`src/rtl/bram_stream_reader_if.sv`:
```
// Valid/ready read-data stream between bram_stream_reader and its consumer.
// Optional m_last tag is present when BRAM_STREAM_READER_TLAST_EN is defined.
interface bram_stream_reader_if #(
    parameter int C_DATA_WIDTH = 32
);
    logic [C_DATA_WIDTH-1:0] data;
    logic                    valid;
    logic                    ready;
`ifdef BRAM_STREAM_READER_TLAST_EN
    logic                    last;

    modport master (output data, output valid, output last, input ready);
    modport slave  (input data, input valid, input last, output ready);
`else
    modport master (output data, output valid, input ready);
    modport slave  (input data, input valid, output ready);
`endif
endinterface

```
`src/rtl/bram_stream_reader.sv`:
```
// Job-driven reader for a pipelined, rden-gated BRAM read port; streams words out with backpressure.
// Optional feature macro: BRAM_STREAM_READER_TLAST_EN (adds m_last on the final beat).
module bram_stream_reader #(
    parameter int  C_RAM_RD_WIDTH  = 32,
    parameter int  C_RAM_RD_DEPTH  = 512,
    parameter int  C_RD_LATENCY    = 3,
    localparam int C_CLG2_RD_DEPTH = $clog2(C_RAM_RD_DEPTH)
) (
    input  logic                       clk,
    input  logic                       rst_n,
    input  logic                       start_i,
    input  logic [C_CLG2_RD_DEPTH-1:0] base_addr_i,
    input  logic [C_CLG2_RD_DEPTH:0]   num_words_i,
    output logic                       busy_o,
    output logic                       done_o,
    output logic [C_CLG2_RD_DEPTH-1:0] ram_rdAddr_o,
    output logic                       ram_rden_o,
    input  logic [C_RAM_RD_WIDTH-1:0]  ram_dout_i,
    bram_stream_reader_if.master       m_if
);

    // state   | meaning
    // S_IDLE  | waiting for start
    // S_RUN   | issuing reads, one per enabled cycle
    // S_DRAIN | all reads issued, flushing the RAM pipeline
    // S_DONE  | done pulse, then back to idle
    typedef enum logic [1:0] {
        S_IDLE  = 2'd0,
        S_RUN   = 2'd1,
        S_DRAIN = 2'd2,
        S_DONE  = 2'd3
    } state_t;

    localparam logic [C_CLG2_RD_DEPTH:0] C_ONE = (C_CLG2_RD_DEPTH+1)'(1);

    state_t                     state_q;
    logic                       busy_q;
    logic                       done_q;
    logic [C_CLG2_RD_DEPTH-1:0] addr_q;
    logic [C_CLG2_RD_DEPTH:0]   rem_q;
    logic [C_RD_LATENCY-1:0]    vld_q;
    logic [C_RD_LATENCY-1:0]    vld_d;
    logic                       vld_in;
    logic                       m_valid;
    logic                       rden;

    assign m_valid = vld_q[C_RD_LATENCY-1];
    assign vld_in  = (state_q == S_RUN) && (rem_q != '0);
    // Holding rden low during a stall freezes every RAM stage, so m_data stays put.
    assign rden    = (!m_valid || m_if.ready) && ((state_q == S_RUN) || (|vld_q));

    always_comb begin
        vld_d = vld_q;
        if (rden) begin
            for (int i = C_RD_LATENCY-1; i > 0; i--) begin
                vld_d[i] = vld_q[i-1];
            end
            vld_d[0] = vld_in;
        end
    end

`ifdef BRAM_STREAM_READER_TLAST_EN
    logic [C_RD_LATENCY-1:0] last_q;
    logic [C_RD_LATENCY-1:0] last_d;

    always_comb begin
        last_d = last_q;
        if (rden) begin
            for (int i = C_RD_LATENCY-1; i > 0; i--) begin
                last_d[i] = last_q[i-1];
            end
            last_d[0] = (state_q == S_RUN) && (rem_q == C_ONE);
        end
    end

    always_ff @(posedge clk or negedge rst_n) begin
        if (!rst_n) begin
            last_q <= '0;
        end else begin
            last_q <= last_d;
        end
    end

    assign m_if.last = last_q[C_RD_LATENCY-1];
`endif

    always_ff @(posedge clk or negedge rst_n) begin
        if (!rst_n) begin
            state_q <= S_IDLE;
            busy_q  <= 1'b0;
            done_q  <= 1'b0;
            addr_q  <= '0;
            rem_q   <= '0;
            vld_q   <= '0;
        end else begin
            vld_q  <= vld_d;
            done_q <= 1'b0;
            case (state_q)
                S_IDLE: begin
                    if (start_i) begin
                        busy_q <= 1'b1;
                        if (num_words_i != '0) begin
                            addr_q  <= base_addr_i;
                            rem_q   <= num_words_i;
                            state_q <= S_RUN;
                        end else begin
                            state_q <= S_DONE;
                        end
                    end
                end
                S_RUN: begin
                    if (rden) begin
                        addr_q <= addr_q + 1'b1;
                        rem_q  <= rem_q - C_ONE;
                        if (rem_q == C_ONE) begin
                            state_q <= S_DRAIN;
                        end
                    end
                end
                S_DRAIN: begin
                    if (vld_d == '0) begin
                        state_q <= S_DONE;
                        done_q  <= 1'b1;
                        busy_q  <= 1'b0;
                    end
                end
                S_DONE: begin
                    // Zero-length jobs arrive here with done still low and pulse it one cycle later.
                    if (done_q) begin
                        state_q <= S_IDLE;
                    end else begin
                        done_q <= 1'b1;
                        busy_q <= 1'b0;
                    end
                end
                default: state_q <= S_IDLE;
            endcase
        end
    end

    assign busy_o       = busy_q;
    assign done_o       = done_q;
    assign ram_rdAddr_o = addr_q;
    assign ram_rden_o   = rden;
    assign m_if.data    = ram_dout_i;
    assign m_if.valid   = m_valid;

endmodule

```
`src/flat_wrapper.sv`:
```
// flat-port wrapper written by rule: the top's interface ports become plain ports
module bram_stream_reader_flat 
#(
    parameter int  C_RAM_RD_WIDTH  = 32,
    parameter int  C_RAM_RD_DEPTH  = 512,
    parameter int  C_RD_LATENCY    = 3,
    localparam int C_CLG2_RD_DEPTH = $clog2(C_RAM_RD_DEPTH)
)
  (clk, rst_n, start_i, base_addr_i, num_words_i, busy_o, done_o, ram_rdAddr_o, ram_rden_o, ram_dout_i, m_if_data, m_if_valid, m_if_ready);
  bram_stream_reader_if #(.C_DATA_WIDTH(32)) m_if_i ();
  input  logic clk;
  input  logic rst_n;
  input  logic start_i;
  input  logic [C_CLG2_RD_DEPTH-1:0] base_addr_i;
  input  logic [C_CLG2_RD_DEPTH:0] num_words_i;
  output logic busy_o;
  output logic done_o;
  output logic [C_CLG2_RD_DEPTH-1:0] ram_rdAddr_o;
  output logic ram_rden_o;
  input  logic [C_RAM_RD_WIDTH-1:0] ram_dout_i;
  output wire logic [$bits(m_if_i.data)-1:0] m_if_data;
  output wire logic [$bits(m_if_i.valid)-1:0] m_if_valid;
  input wire logic [$bits(m_if_i.ready)-1:0] m_if_ready;
  assign m_if_data = m_if_i.data;
  assign m_if_valid = m_if_i.valid;
  assign m_if_i.ready = m_if_ready;
  bram_stream_reader #(.C_RAM_RD_WIDTH(C_RAM_RD_WIDTH), .C_RAM_RD_DEPTH(C_RAM_RD_DEPTH), .C_RD_LATENCY(C_RD_LATENCY)) u_core (.clk(clk), .rst_n(rst_n), .start_i(start_i), .base_addr_i(base_addr_i), .num_words_i(num_words_i), .busy_o(busy_o), .done_o(done_o), .ram_rdAddr_o(ram_rdAddr_o), .ram_rden_o(ram_rden_o), .ram_dout_i(ram_dout_i), .m_if(m_if_i));
endmodule
```
`config.mk`:
```
export PLATFORM = sky130hd
export DESIGN_NAME = bram_stream_reader_flat
export DESIGN_NICKNAME = d
export VERILOG_FILES = /design/src/rtl/bram_stream_reader_if.sv /design/src/rtl/bram_stream_reader.sv /design/src/flat_wrapper.sv
export SDC_FILE = /design/constraint.sdc
export NUM_CORES = 1
export LEC_CHECK = 0
export BUFFER_PORTS_ARGS = -buffer_cell sky130_fd_sc_hd__buf_2
export CAP_MARGIN = 10
export CELL_PAD_IN_SITES_DETAIL_PLACEMENT = 1
export CELL_PAD_IN_SITES_GLOBAL_PLACEMENT = 1
export CORE_ASPECT_RATIO = 1.2
export CORE_MARGIN = 2
export CORE_UTILIZATION = 34
export DETAILED_ROUTE_END_ITERATION = 7
export PLACE_DENSITY_LB_ADDON = 0.1
export SLEW_MARGIN = 5
export SYNTH_ARGS = -nofsm -noshare
export SYNTH_HDL_FRONTEND = slang
export SYNTH_SLANG_ARGS = --single-unit
export TNS_END_PERCENT = 50
```
`constraint.sdc`:
```
create_clock -name clk -period 5.8 [get_ports clk]
set_input_delay 1.16 -clock clk [delete_from_list [all_inputs] [get_ports clk]]
set_output_delay 1.16 -clock clk [all_outputs]
set_load 0.1 [all_outputs]
```
---- Yosys cells after proc, flatten, opt, wreduce, memory -nomap -nowiden ----
Cells that the tools add are included.
operators by class
  $add $sub $neg .......................... 2
  equality and inequality tests ........... 11
  muxes and demuxes ....................... 23
  reduce and logical (&&, ||, !) cells .... 15
operators by type and width
  kind                                                                      count
  10-bit two-way mux                                                        3
  9-bit two-way mux                                                         3
  10-bit case mux with 2 select lines                                       1
  10-bit nonzero test                                                       2
  9-bit case mux with 2 select lines                                        1
  2-bit two-way mux                                                         6
  10-bit by 1-bit == test with 1-bit output (second input constant)         1
  10-bit by 1-bit subtractor with 10-bit output (second input constant)     1
  9-bit by 1-bit adder with 9-bit output (second input constant)            1
  2-bit inequality test (second input constant)                             4
  2-bit case mux with 4 select lines                                        1
  4-bit AND reduction                                                       2
  2-bit by 1-bit inequality test with 1-bit output (second input constant)  3
  1-bit two-way mux                                                         5
  5-bit AND reduction                                                       1
  2-bit == test (second input constant)                                     2
  3-bit logical NOT                                                         1
  3-bit two-way mux                                                         1
  1-bit case mux with 3 select lines                                        1
  3-bit nonzero test                                                        1
  3-bit OR reduction                                                        1
  2-bit by 1-bit == test with 1-bit output (second input constant)          1
  1-bit logical AND                                                         2
  2-bit logical NOT                                                         1
  other kinds (4)                                                           5
storage, ports and cells
  register bits ........................... 26
  input bits .............................. 55
  output and inout port bits .............. 45
  word-level logic and storage cells ...... 57

---- Depth between registers and ports, before layout ----
  depth in word-level cells ............... 7
  mapped depth ............................ 9
  depth with buffers taken out ............ 7

---- Worst setup path before layout ----
Ideal clock, no wire load.
  path type ............................... input -> output
  start point ............................. input port m_if_ready
  end point ............................... output port ram_rden_o
  arrival ................................. 2.652 ns
  required time ........................... 4.640 ns
  setup slack ............................. 1.988 ns
  stages .................................. 3
  path buffers ............................ 1
  cells stage by stage .................... nor2b_1 > clkbuf_1 > nor2_1
between the ends
  cells in the longest elaborated chain, start to end .. 2
ends and longest elaborated chain
  element             RTL line                  source
  start: declaration  flat_wrapper.sv:23        input wire logic [$bits(m_if_i.ready)-1:0] m_if_ready;
  1-bit logical OR    bram_stream_reader.sv:50  assign rden = (!m_valid || m_if.ready) && ((state_q == S_RUN) || (|vld_q));
  1-bit logical AND   bram_stream_reader.sv:50
  end: declaration    flat_wrapper.sv:19        output logic ram_rden_o;
Every way passes these cells.

---- Worst setup path in the final report ----
Same ends and word-level chain as after synthesis.

==> results by group <==
Finish
  • Commonest non-fill, non-tap cell in the layout: buf_2
  • Diodes inserted: 0
  • Fillers: 643
  • Final Cell Area: 1877 um^2
  • Final nets: 273
  • Final Util: 35.67%
  • P&R area growth vs syn: 1.283%
  • Non-Filler Instances: 271
  • Share of layout cells above drive strength 1: 24.88%
  • Commonest non-fill, non-tap cells in the layout: buf_2 (35), dfrtp_1 (26), nor2_1 (15), nand2_1 (12), a21oi_1 (11)

Floorplan
  • I/O pins: 100
  • Die ar.: 6059 um^2
  • Row count: 29
  • DIE WIDTH: 71.39 um
  • Core area: 5261 um^2
  • Die H: 84.87 um
  • Initial Util: 35.22%

Placed design
  • Placed Instances: 268
  • Placement Cell Area: 1836 um^2
  • I/O Buffers: 35
  • Dpl hpwl: 3857 um
  • RePlAce Congestion: 0.7899
  • Worst slack at placement: 2.508 ns

GRT
  • Initial antenna violation count: 0
  • Vias in the first global route: 1783
  • Largest net degree at the start of global routing: 38
  • First-pass GRT wire length: 8680 um
  • Gr ovfl total: 0
  • Gr usage total: 17.69%

Logic synthesis
  • Post-Synth Adder-Cell Area: 4.727%
  • EDFF count, synth: 0
  • Cells after Synth: 212
  • Post-synthesis simple-gate area fraction: 17.96%
  • Compound-Gate Fraction of Synth Area: 23.63%
  • Xor and xnor area share after synthesis: 0%
  • Seq cells post-synth: 26
  • Ys flop type: dfrtp_1
  • Largest family of logic cells by synthesized area: compound AO/OA/AOI/OAI gates
  • Yosys warns: 0
  • Mapped Avg Cell Area: 8.741 um^2
  • Sequential-to-total area share from yosys stat: 35.11%
  • Multiplexer share of the synthesized area: 2.363%
  • Share of synthesized registers carrying an async set or reset: 100.0%
  • Synth unique cells: 44
  • Post-Syn Area: 1853 um^2
  • Net count after synthesis: 274

Timing
  • RSZ-0062 raised after global routing: false
  • Final Hold Vio Count: 0
  • Total Neg Setup Slack: 0 ns
  • Setup WS post-layout: 2.524 ns
  • Max-slew violation count: 0
  • Final setup viols: 0
  • Min Hold Slack: 0.5006 ns
  • Final period util: 56.48%
  • Fmax: 305.3 MHz
  • Clk_skew: 0.008640 ns
  • Worst-Margin Slew: 0.7774 ns
  • Minimum clock period: 3.276 ns
  • Max-slew headroom: 48.12%

Route
  • Remaining antenna violation count: 0
  • DR iter-0 viols: 47
  • Post-route DRC violation count: 0
  • Vias/cell: 5.945
  • DR pass1 iterations: 4
  • DR vias: 1611
  • Post-Route WL: 5198 um
  • Drt wl/cell: 19.18 um

Min path
  • Hold WC Path Type: reg2reg
  • HP Start: u_core.busy_o$_DFFE_PN0P_

Clock tree
  • Clock latency on the worst-skew pair: 0.27 ns
  • CTS buffer count: 3
  • Maximum root-to-sink buffer count: 2
  • TritonCTS clock tree: yes
  • Hold buffer count at CTS: 0
  • PostCTS Resize Cnt: 0
  • Clock root buffer: clkbuf_8
  • H-Tree Level Count: 1
  • Post-CTS setup repair buffer count: 0
  • CTS sink count: 26
  • Worst-path clk slew: 0.10 ns

Power
  • Final Power: 1.499 mW
  • LEAKAGE: 0.8022 nW
  • Peak VDD IR: 0.2555 mV
  • P per Cell Area: 798.7 nW/um^2

Run
  • Max-cap check violation count: 0

Setup path
  • Reg-to-reg startpoint: u_core.rem_q[0]$_DFFE_PN0P_
  • Kind of critical path: in2out
  • Required time worst endpoint: 4.64 ns
  • Reg2Reg Setup Slack: 3.21 ns
  • Crit path launch type: input pin
  • Crit path launch: m_if_ready
  • Critical Path End: ram_rden_o
  • Reg-to-Reg End: u_core.state_q[1]$_DFFE_PN0P_
  • FF-to-FF path depth: 7
  • Crit path max fanout: 9
  • Worst Path Arrival: 2.12 ns
  • CP Capture Type: primary output

Status
  • Outcome: complete, no violations
[Yosys cell counts, types with 5 or more instances]
| master | count | share of area (%) |
|---|---|---|
| and3_1 | 5 | 1.7 |
| o21ai_0 | 10 | 2.7 |
| ha_1 | 7 | 4.7 |
| o22ai_1 | 5 | 1.7 |
| buf_4 | 32 | 13 |
| dfrtp_1 | 26 | 35 |
| nor3_1 | 9 | 2.4 |
| nand2_1 | 12 | 2.4 |
| clkbuf_1 | 9 | 1.8 |
| nor2_1 | 15 | 3.0 |
| a21oi_1 | 11 | 3.0 |
| inv_1 | 6 | 1.2 |
[logic make-up (layout without fill, tap and decap cells)]
family,Yosys count,in the layout
adder cells (fa/ha/maj),7,7
AO/OA/AOI/OAI,63,63
AND/OR/NAND/NOR,64,64
multiplexers,4,4
flip-flops,26,26
buffers and inverters,48,45
[critical path: stages]
cell and delay [ns]:
buf_2 0.09, nor2b_1 0.46, nor2_1 0.09, buf_2 0.31
[report_power, final]
group / internal (mW) / switching, mW / total [mW] / leakage [nW]
Clock: 0.0466 / 0.0574 / 0.104 / 0.0216
Combinational: 0.289 / 0.714 / 1.00 / 0.479
Sequential: 0.279 / 0.113 / 0.392 / 0.302
Total: 0.615 / 0.884 / 1.50 / 0.802
[area by class of cell]
| cell class | count | area (um^2) | share of cell area (%) |
|---|---|---|---|
| timing repair buffer | 36 | 182.7 | 9.733 |
| multi-input combinational | 138 | 902.1 | 48.07 |
| tap | 62 | 77.57 | 4.133 |
| sequential | 26 | 650.6 | 34.67 |
| clock buffer | 3 | 41.29 | 2.200 |
| inverter | 6 | 22.52 | 1.200 |
[sequential cells by signal, indices dropped and copies added (netlist names)]
name and flops:
u_core.rem_q 10, u_core.vld_q 3, u_core.busy_o 1, u_core.done_o 1, u_core.ram_rdAddr_o 9, u_core.state_q 2
[how the worst min path moves through the flow]
stage                                             end  cells after the start
final                       u_core.busy_o$_DFFE_PN0P_                      2
after global routing        u_core.busy_o$_DFFE_PN0P_                      2
after global placement      u_core.busy_o$_DFFE_PN0P_                      2
after detailed placement    u_core.busy_o$_DFFE_PN0P_                      2
after floorplan           u_core.rem_q[8]$_DFFE_PN0P_                      1
after CTS                   u_core.busy_o$_DFFE_PN0P_                      2
[layer usage]
metal	GRT usage, %	wire length (um)	up-vias
met3	3.919	305	22
li1	-	-	737
met4	8.748	155	0
met1	21.66	2158	799
met5	0	0	-
met2	29.12	2579	53
No activity file was read; power rests on OpenSTA's default activity.
